File: src/rtl/fifo_pkg.sv
// Shared types and sizing helpers for the single-clock FIFO family.
package fifo_pkg;

  typedef enum logic {
    FIFO_STD  = 1'b0,
    FIFO_FWFT = 1'b1
  } fifo_mode_e;

  function automatic int addr_w(input int depth);
    return (depth > 1) ? $clog2(depth) : 1;
  endfunction

  // Occupancy needs one extra bit so that a full FIFO (count == DEPTH) is representable.
  function automatic int cnt_w(input int depth);
    return $clog2(depth) + 1;
  endfunction

endpackage

File: src/rtl/fifo_mem.sv
// DEPTH x WIDTH flop storage: one synchronous write port, one asynchronous read port.
module fifo_mem
  import fifo_pkg::*;
#(
  parameter int WIDTH  = 8,
  parameter int DEPTH  = 16,
  parameter int ADDR_W = addr_w(DEPTH)
) (
  input  logic              clka,
  input  logic              we,
  input  logic [ADDR_W-1:0] wr_addr,
  input  logic [WIDTH-1:0]  wr_data,
  input  logic [ADDR_W-1:0] rd_addr,
  output logic [WIDTH-1:0]  rd_data
);

  logic [WIDTH-1:0] mem [DEPTH];

  // Storage is deliberately not reset; pointers and count define what is valid.
  always_ff @(posedge clka) begin
    if (we) begin
      mem[wr_addr] <= wr_data;
    end
  end

  assign rd_data = mem[rd_addr];

endmodule

File: src/rtl/fifo_sync_param.sv
// Parametrised single-clock FIFO with selectable registered or fall-through read,
// fill count, programmable almost flags and sticky overflow/underflow.
module fifo_sync_param
  import fifo_pkg::*;
#(
  parameter int         WIDTH     = 8,
  parameter int         DEPTH     = 16,
  parameter fifo_mode_e MODE      = FIFO_STD,
  parameter int         AF_THRESH = DEPTH - 2,
  parameter int         AE_THRESH = 1
) (
  input  logic                     clka,
  input  logic                     reset_clka,
  input  logic                     wr,
  input  logic [WIDTH-1:0]         din_clka,
  input  logic                     rd,
  input  logic                     clr_err,
  output logic [WIDTH-1:0]         dout_clka,
  output logic                     full,
  output logic                     empty,
  output logic                     almost_full,
  output logic                     almost_empty,
  output logic [$clog2(DEPTH):0]   count,
  output logic                     overflow,
  output logic                     underflow
);

  localparam int ADDR_W = addr_w(DEPTH);
  localparam int CNT_W  = cnt_w(DEPTH);

  localparam logic [CNT_W-1:0] FULL_CNT = CNT_W'(DEPTH);
  localparam logic [CNT_W-1:0] AF_CNT   = CNT_W'(AF_THRESH);
  localparam logic [CNT_W-1:0] AE_CNT   = CNT_W'(AE_THRESH);

  logic [ADDR_W-1:0] wr_ptr;
  logic [ADDR_W-1:0] rd_ptr;
  logic [CNT_W-1:0]  count_q;
  logic              wr_acc;
  logic              rd_acc;
  logic [WIDTH-1:0]  mem_rd_data;

  assign wr_acc = wr && !full;
  assign rd_acc = rd && !empty;

  fifo_mem #(
    .WIDTH  (WIDTH),
    .DEPTH  (DEPTH),
    .ADDR_W (ADDR_W)
  ) u_mem (
    .clka    (clka),
    .we      (wr_acc),
    .wr_addr (wr_ptr),
    .wr_data (din_clka),
    .rd_addr (rd_ptr),
    .rd_data (mem_rd_data)
  );

  // DEPTH is a power of two, so pointer wrap is plain modulo overflow.
  always_ff @(posedge clka or posedge reset_clka) begin
    if (reset_clka) begin
      wr_ptr <= '0;
      rd_ptr <= '0;
    end else begin
      if (wr_acc) wr_ptr <= wr_ptr + 1'b1;
      if (rd_acc) rd_ptr <= rd_ptr + 1'b1;
    end
  end

  always_ff @(posedge clka or posedge reset_clka) begin
    if (reset_clka) begin
      count_q <= '0;
    end else begin
      case ({wr_acc, rd_acc})
        2'b10:   count_q <= count_q + 1'b1;
        2'b01:   count_q <= count_q - 1'b1;
        default: count_q <= count_q;
      endcase
    end
  end

  assign count        = count_q;
  assign full         = (count_q == FULL_CNT);
  assign empty        = (count_q == '0);
  assign almost_full  = (count_q >= AF_CNT);
  assign almost_empty = (count_q <= AE_CNT);

  // A rejected request in the same cycle as clr_err keeps the flag set.
  always_ff @(posedge clka or posedge reset_clka) begin
    if (reset_clka) begin
      overflow  <= 1'b0;
      underflow <= 1'b0;
    end else begin
      if (wr && full)       overflow <= 1'b1;
      else if (clr_err)     overflow <= 1'b0;
      if (rd && empty)      underflow <= 1'b1;
      else if (clr_err)     underflow <= 1'b0;
    end
  end

  generate
    if (MODE == FIFO_FWFT) begin : g_fwft
      // Storage is unreset, so the empty-time value is forced to a known constant.
      assign dout_clka = empty ? '0 : mem_rd_data;
    end else begin : g_std
      always_ff @(posedge clka or posedge reset_clka) begin
        if (reset_clka) begin
          dout_clka <= '0;
        end else if (rd_acc) begin
          dout_clka <= mem_rd_data;
        end
      end
    end
  endgenerate

endmodule

File: config.mk
export PLATFORM = sky130hd
export DESIGN_NAME = fifo_sync_param
export DESIGN_NICKNAME = d
export VERILOG_FILES = /design/src/rtl/fifo_pkg.sv /design/src/rtl/fifo_mem.sv /design/src/rtl/fifo_sync_param.sv
export SDC_FILE = /design/constraint.sdc
export NUM_CORES = 1
export LEC_CHECK = 0
export CORE_AREA = 2 2 106 108
export CTS_CLUSTER_SIZE = 16
export DETAILED_ROUTE_END_ITERATION = 10
export DIE_AREA = 0 0 108 110
export PLACE_DENSITY_LB_ADDON = 0.2
export SLEW_MARGIN = 20
export SYNTH_ARGS = -nofsm -noshare
export SYNTH_HDL_FRONTEND = slang
export SYNTH_SLANG_ARGS = --single-unit
export TNS_END_PERCENT = 100
File: constraint.sdc
create_clock -name clka -period 3.1 [get_ports clka]
set_input_delay 0.62 -clock clka [delete_from_list [all_inputs] [get_ports clka]]
set_output_delay 0.62 -clock clka [all_outputs]
set_load 0.05 [all_outputs]
==> impl_metrics.xml <==
<?xml version="1.0" encoding="UTF-8"?>
<metrics>
  <group name="outcome">
    <metric name="run_status" unit="">completed</metric>
  </group>
  <group name="detailed_routing">
    <metric name="detail_route.first_pass.iterations" unit="">4</metric>
    <metric name="drt_first_iter_violations" unit="">243</metric>
    <metric name="totalWireLength" unit="microns">11100</metric>
    <metric name="number_of_vias_per_cell" unit="">5.78</metric>
    <metric name="drt.antenna.violating_nets" unit="">0</metric>
    <metric name="num_vias" unit="">2996</metric>
    <metric name="wl_per_cell" unit="microns">21.5</metric>
    <metric name="drc" unit="">0</metric>
  </group>
  <group name="timing">
    <metric name="report.final.slew_viol_count" unit="">0</metric>
    <metric name="timing.final.hold_violations" unit="">0</metric>
    <metric name="max_slew_margin" unit="%">40.9</metric>
    <metric name="max_freq" unit="MHz">338</metric>
    <metric name="worst_clock_skew" unit="ns">0.00861</metric>
    <metric name="totalNegativeSetupSlack" unit="ns">0</metric>
    <metric name="layout_worst_path_cycle_share" unit="%">95.5</metric>
    <metric name="tightestPinTransition" unit="ns">0.885</metric>
    <metric name="setup_repair_after_global_routing_missed_its_margin" unit="">no</metric>
    <metric name="finish_stage_setup_viols" unit="">0</metric>
    <metric name="period_needed" unit="ns">2.96</metric>
  </group>
  <group name="synth">
    <metric name="synth-edff-count" unit="">128</metric>
    <metric name="syn-mean-instance-area" unit="sq um">19.4</metric>
    <metric name="post_synthesis_share_of_cell_area_spent_on_full_adders_half_adders_and_majority_gates" unit="%">2.24</metric>
    <metric name="synth_simple_gate_area_share" unit="%">4.28</metric>
    <metric name="yosys_register_bits" unit="">151</metric>
    <metric name="synth_area_leader_cell" unit="">sky130_fd_sc_hd__edfxtp_1</metric>
    <metric name="register_area_share_after_synthesis" unit="%">71.9</metric>
    <metric name="synth_flop_cell" unit="">sky130_fd_sc_hd__edfxtp_1</metric>
    <metric name="post_synth_mux_area_share" unit="%">14.9</metric>
    <metric name="synthesis.yosys.warnings" unit="">0</metric>
    <metric name="synth_area" unit="sq um">6150</metric>
    <metric name="yosys.area.top_type_share" unit="%">62.5</metric>
    <metric name="yosys.area_share.xor_xnor" unit="%">1.57</metric>
    <metric name="synth_top_family_by_area" unit="">multiplexers</metric>
    <metric name="post_synth_main_area_contributors" unit="">sky130_fd_sc_hd__edfxtp_1, sky130_fd_sc_hd__mux4_2, sky130_fd_sc_hd__dfrtp_1</metric>
    <metric name="synth_compound_area_share" unit="%">2.42</metric>
    <metric name="yosys.cell_types.count" unit="">37</metric>
    <metric name="netlist_instances" unit="">317</metric>
    <metric name="synthArstFlopShare" unit="%">15.2</metric>
    <metric name="mappedNetlistNets" unit="">341</metric>
  </group>
  <group name="clock_tree">
    <metric name="ctsHtreeMaxLevel" unit="">4</metric>
    <metric name="cts_resized" unit="">0</metric>
    <metric name="cts_root_buf" unit="">sky130_fd_sc_hd__clkbuf_8</metric>
    <metric name="tritoncts" unit="">done</metric>
    <metric name="ctsHoldBuffers" unit="">0</metric>
    <metric name="cts_setup_buffers" unit="">0</metric>
    <metric name="tritoncts_num_sinks" unit="">151</metric>
    <metric name="path_clk_slew" unit="ns">0.06</metric>
    <metric name="clock_tree.buffer_depth" unit="">2</metric>
    <metric name="worst_skew_pair.late_latency" unit="ns">0.51</metric>
    <metric name="cts-buffers-inserted" unit="">17</metric>
  </group>
  <group name="layout">
    <metric name="filler_cell_count" unit="">713</metric>
    <metric name="areaGrowthSynthToFinish" unit="%">17.0</metric>
    <metric name="antennaDiodeCount" unit="">0</metric>
    <metric name="final_layout_size_suffix_gt1_share" unit="%">21.7</metric>
    <metric name="finalNonFillerCells" unit="">518</metric>
    <metric name="finish.net_count" unit="">389</metric>
  </group>
  <group name="die">
    <metric name="initial_utilization" unit="%">57.5</metric>
    <metric name="io-pin-count" unit="">32</metric>
    <metric name="core_area" unit="sq um">10700</metric>
    <metric name="floorplan.rows" unit="">38</metric>
    <metric name="fp.dieW" unit="microns">108</metric>
    <metric name="die_area" unit="sq um">11900</metric>
    <metric name="die_height" unit="microns">110</metric>
  </group>
  <group name="critical_path">
    <metric name="timing_worst_setup_path_type" unit="">flip-flop to output pin</metric>
    <metric name="critPathLaunchType" unit="">flip-flop</metric>
    <metric name="end_kind" unit="">output pin</metric>
    <metric name="worstPathRequired" unit="ns">2.48</metric>
    <metric name="worst-path-max-fanout" unit="">8</metric>
    <metric name="arrival" unit="ns">2.34</metric>
  </group>
  <group name="place">
    <metric name="placed_cells" unit="">486</metric>
    <metric name="detailedPlacementHpwl" unit="microns">7310</metric>
    <metric name="port-buffer-count" unit="">31</metric>
    <metric name="place_congestion" unit="">0.829</metric>
  </group>
  <group name="pwr">
    <metric name="powerDensity" unit="nW/um^2">975</metric>
    <metric name="swShare" unit="%">32.6</metric>
    <metric name="power_switching" unit="uW">2280</metric>
    <metric name="comb_pwr_share" unit="%">32.5</metric>
    <metric name="int_power" unit="uW">4730</metric>
    <metric name="pwr-share-clk" unit="%">28.3</metric>
    <metric name="post-layout-total-power" unit="uW">7010</metric>
    <metric name="leakage" unit="uW">0.00252</metric>
    <metric name="max-vdd-ir-drop" unit="mV">0.868</metric>
    <metric name="power.share.sequential" unit="%">39.3</metric>
  </group>
  <group name="global_routing">
    <metric name="grt_pass1_vias" unit="">3085</metric>
    <metric name="global_route.overflow_total" unit="">0</metric>
    <metric name="grt_max_degree" unit="">28</metric>
    <metric name="grt_pass1_wl" unit="microns">17400</metric>
    <metric name="initial_antenna_violation_count" unit="">0</metric>
    <metric name="grt_usage" unit="%">20.9</metric>
  </group>
  <group name="worst_hold_path">
    <metric name="hp-class" unit="">flip-flop to flip-flop</metric>
  </group>
  <group name="job">
    <metric name="maxCapViolations" unit="">0</metric>
  </group>
</metrics>
-- cell families after synthesis --
kind of cell             count (synthesis)
AO/OA/AOI/OAI                           23
XOR/XNOR                                11
adder cells (fa/ha/maj)                 11
buffers and inverters                   29
flip-flops                             151
multiplexers                            51
AND/OR/NAND/NOR                         41
-- final cells by class --
cell class	count	area (sq um)	share of cell area, %
well taps	140	175	2.44
multi-input cells	137	1560	21.7
inverters	14	53.8	0.748
clock buffers	18	418	5.81
clock inverters	14	156	2.18
flip-flops and latches	151	4420	61.5
repair buffers	44	403	5.60
-- through the flow --
step	worst slack (ns)	hold slack (ns)	utilization (%)	cell area, sq um
global placement	0.446	0.495	61.8	6610
finish	0.140	0.517	67.2	7190
CTS	0.0924	0.522	67.2	7190
global route	0.0242	0.522	67.2	7190
floorplan	0.0352	0.456	-	6150
detailed placement	0.422	0.503	61.8	6610
-- layout by cell type, fill, tap and decap left out, types with 2 or more instances in the layout --
cell type / instances
sky130_fd_sc_hd__a21oi_1: 3
sky130_fd_sc_hd__o21ai_1: 6
sky130_fd_sc_hd__xnor2_1: 6
sky130_fd_sc_hd__inv_1: 13
sky130_fd_sc_hd__nand3_1: 5
sky130_fd_sc_hd__buf_4: 15
sky130_fd_sc_hd__nand4bb_1: 2
sky130_fd_sc_hd__and2_1: 9
sky130_fd_sc_hd__nand4b_1: 2
sky130_fd_sc_hd__clkinv_2: 6
sky130_fd_sc_hd__mux2i_1: 17
sky130_fd_sc_hd__nand2_1: 3
sky130_fd_sc_hd__xor2_1: 5
sky130_fd_sc_hd__ha_1: 11
sky130_fd_sc_hd__dfrtp_1: 23
sky130_fd_sc_hd__nor3_1: 5
sky130_fd_sc_hd__nor2_1: 5
sky130_fd_sc_hd__o221ai_1: 8
sky130_fd_sc_hd__bufinv_16: 3
sky130_fd_sc_hd__clkbuf_16: 16
sky130_fd_sc_hd__clkinv_1: 2
sky130_fd_sc_hd__edfxtp_1: 128
sky130_fd_sc_hd__inv_6: 2
sky130_fd_sc_hd__o21ai_0: 4
sky130_fd_sc_hd__mux4_2: 32
sky130_fd_sc_hd__clkdlybuf4s50_1: 29
sky130_fd_sc_hd__nand4_1: 2
-- per-layer routing --
layer / routed length, microns / vias to the layer above / track usage (%) / part of all wire, %
met3: 554 / 4 / 4.53 / 5.0
met2: 5510 / 81 / 33.0 / 49
li1: - / 1362 / - / -
met5: 0 / - / 0 / 0
met4: 54 / 0 / 6.87 / 0.48
met1: 5030 / 1549 / 29.6 / 45
-- final timing paths --
| path | startpoint | to | slack (ns) | cells after the start |
|---|---|---|---|---|
| min in group asynchronous | reset_clka | rd_ptr[3]$_DFFE_PP0P_ | 0.59 | 2 |
| hold reg to reg | rd_ptr[3]$_DFFE_PP0P_ | rd_ptr[3]$_DFFE_PP0P_ | 0.52 | 1 |
| setup / recovery | count[1]$_DFFE_PP0P_ | almost_empty | 0.14 | 5 |
| max in group asynchronous | reset_clka | wr_ptr[1]$_DFFE_PP0P_ | 1.96 | 2 |
| setup reg to reg | count[0]$_DFFE_PP0P_ | count[3]$_DFFE_PP0P_ | 0.58 | 9 |
| hold / removal | rd_ptr[3]$_DFFE_PP0P_ | rd_ptr[3]$_DFFE_PP0P_ | 0.52 | 1 |
-- synthesized netlist by cell type, types with 2 or more instances --
cell type	instances
sky130_fd_sc_hd__buf_6	4
sky130_fd_sc_hd__buf_4	5
sky130_fd_sc_hd__nand4bb_1	2
sky130_fd_sc_hd__mux2i_1	17
sky130_fd_sc_hd__nand4b_1	2
sky130_fd_sc_hd__o21ai_0	4
sky130_fd_sc_hd__a21oi_1	3
sky130_fd_sc_hd__mux4_2	32
sky130_fd_sc_hd__clkbuf_1	2
sky130_fd_sc_hd__xnor2_1	6
sky130_fd_sc_hd__nand3_1	5
sky130_fd_sc_hd__nor3_1	5
sky130_fd_sc_hd__o221ai_1	8
sky130_fd_sc_hd__nor2_1	5
sky130_fd_sc_hd__inv_1	13
sky130_fd_sc_hd__o21ai_1	6
sky130_fd_sc_hd__nand4_1	2
sky130_fd_sc_hd__buf_2	4
sky130_fd_sc_hd__and2_1	9
sky130_fd_sc_hd__dfrtp_1	23
sky130_fd_sc_hd__edfxtp_1	128
sky130_fd_sc_hd__ha_1	11
sky130_fd_sc_hd__nand2_1	3
sky130_fd_sc_hd__xor2_1	5
-- registers in the layout, indices dropped and copies added, names as in the netlist --
name       flops
count          5
dout_clka      8
overflow       1
rd_ptr         4
u_mem.mem    128
underflow      1
wr_ptr         4
-- worst max-delay path, stage by stage (launching register included) --
cell and delay [ns]:
sky130_fd_sc_hd__dfrtp_1 0.45, sky130_fd_sc_hd__inv_1 0.15, sky130_fd_sc_hd__ha_1 0.16, sky130_fd_sc_hd__a21oi_1 0.04, sky130_fd_sc_hd__nor4_1 0.18, sky130_fd_sc_hd__clkdlybuf4s50_1 0.85
-- power groups by stage --
stage	sequential (uW)	clock, uW	combinational [uW]
after floorplan	3010	0	1450
after global placement	2780	0	2280
after detailed placement	2800	0	2300
after CTS	2760	2020	2310
after global routing	2790	2090	2460
final	2750	1980	2280
Power figures use the tool's default switching activity.
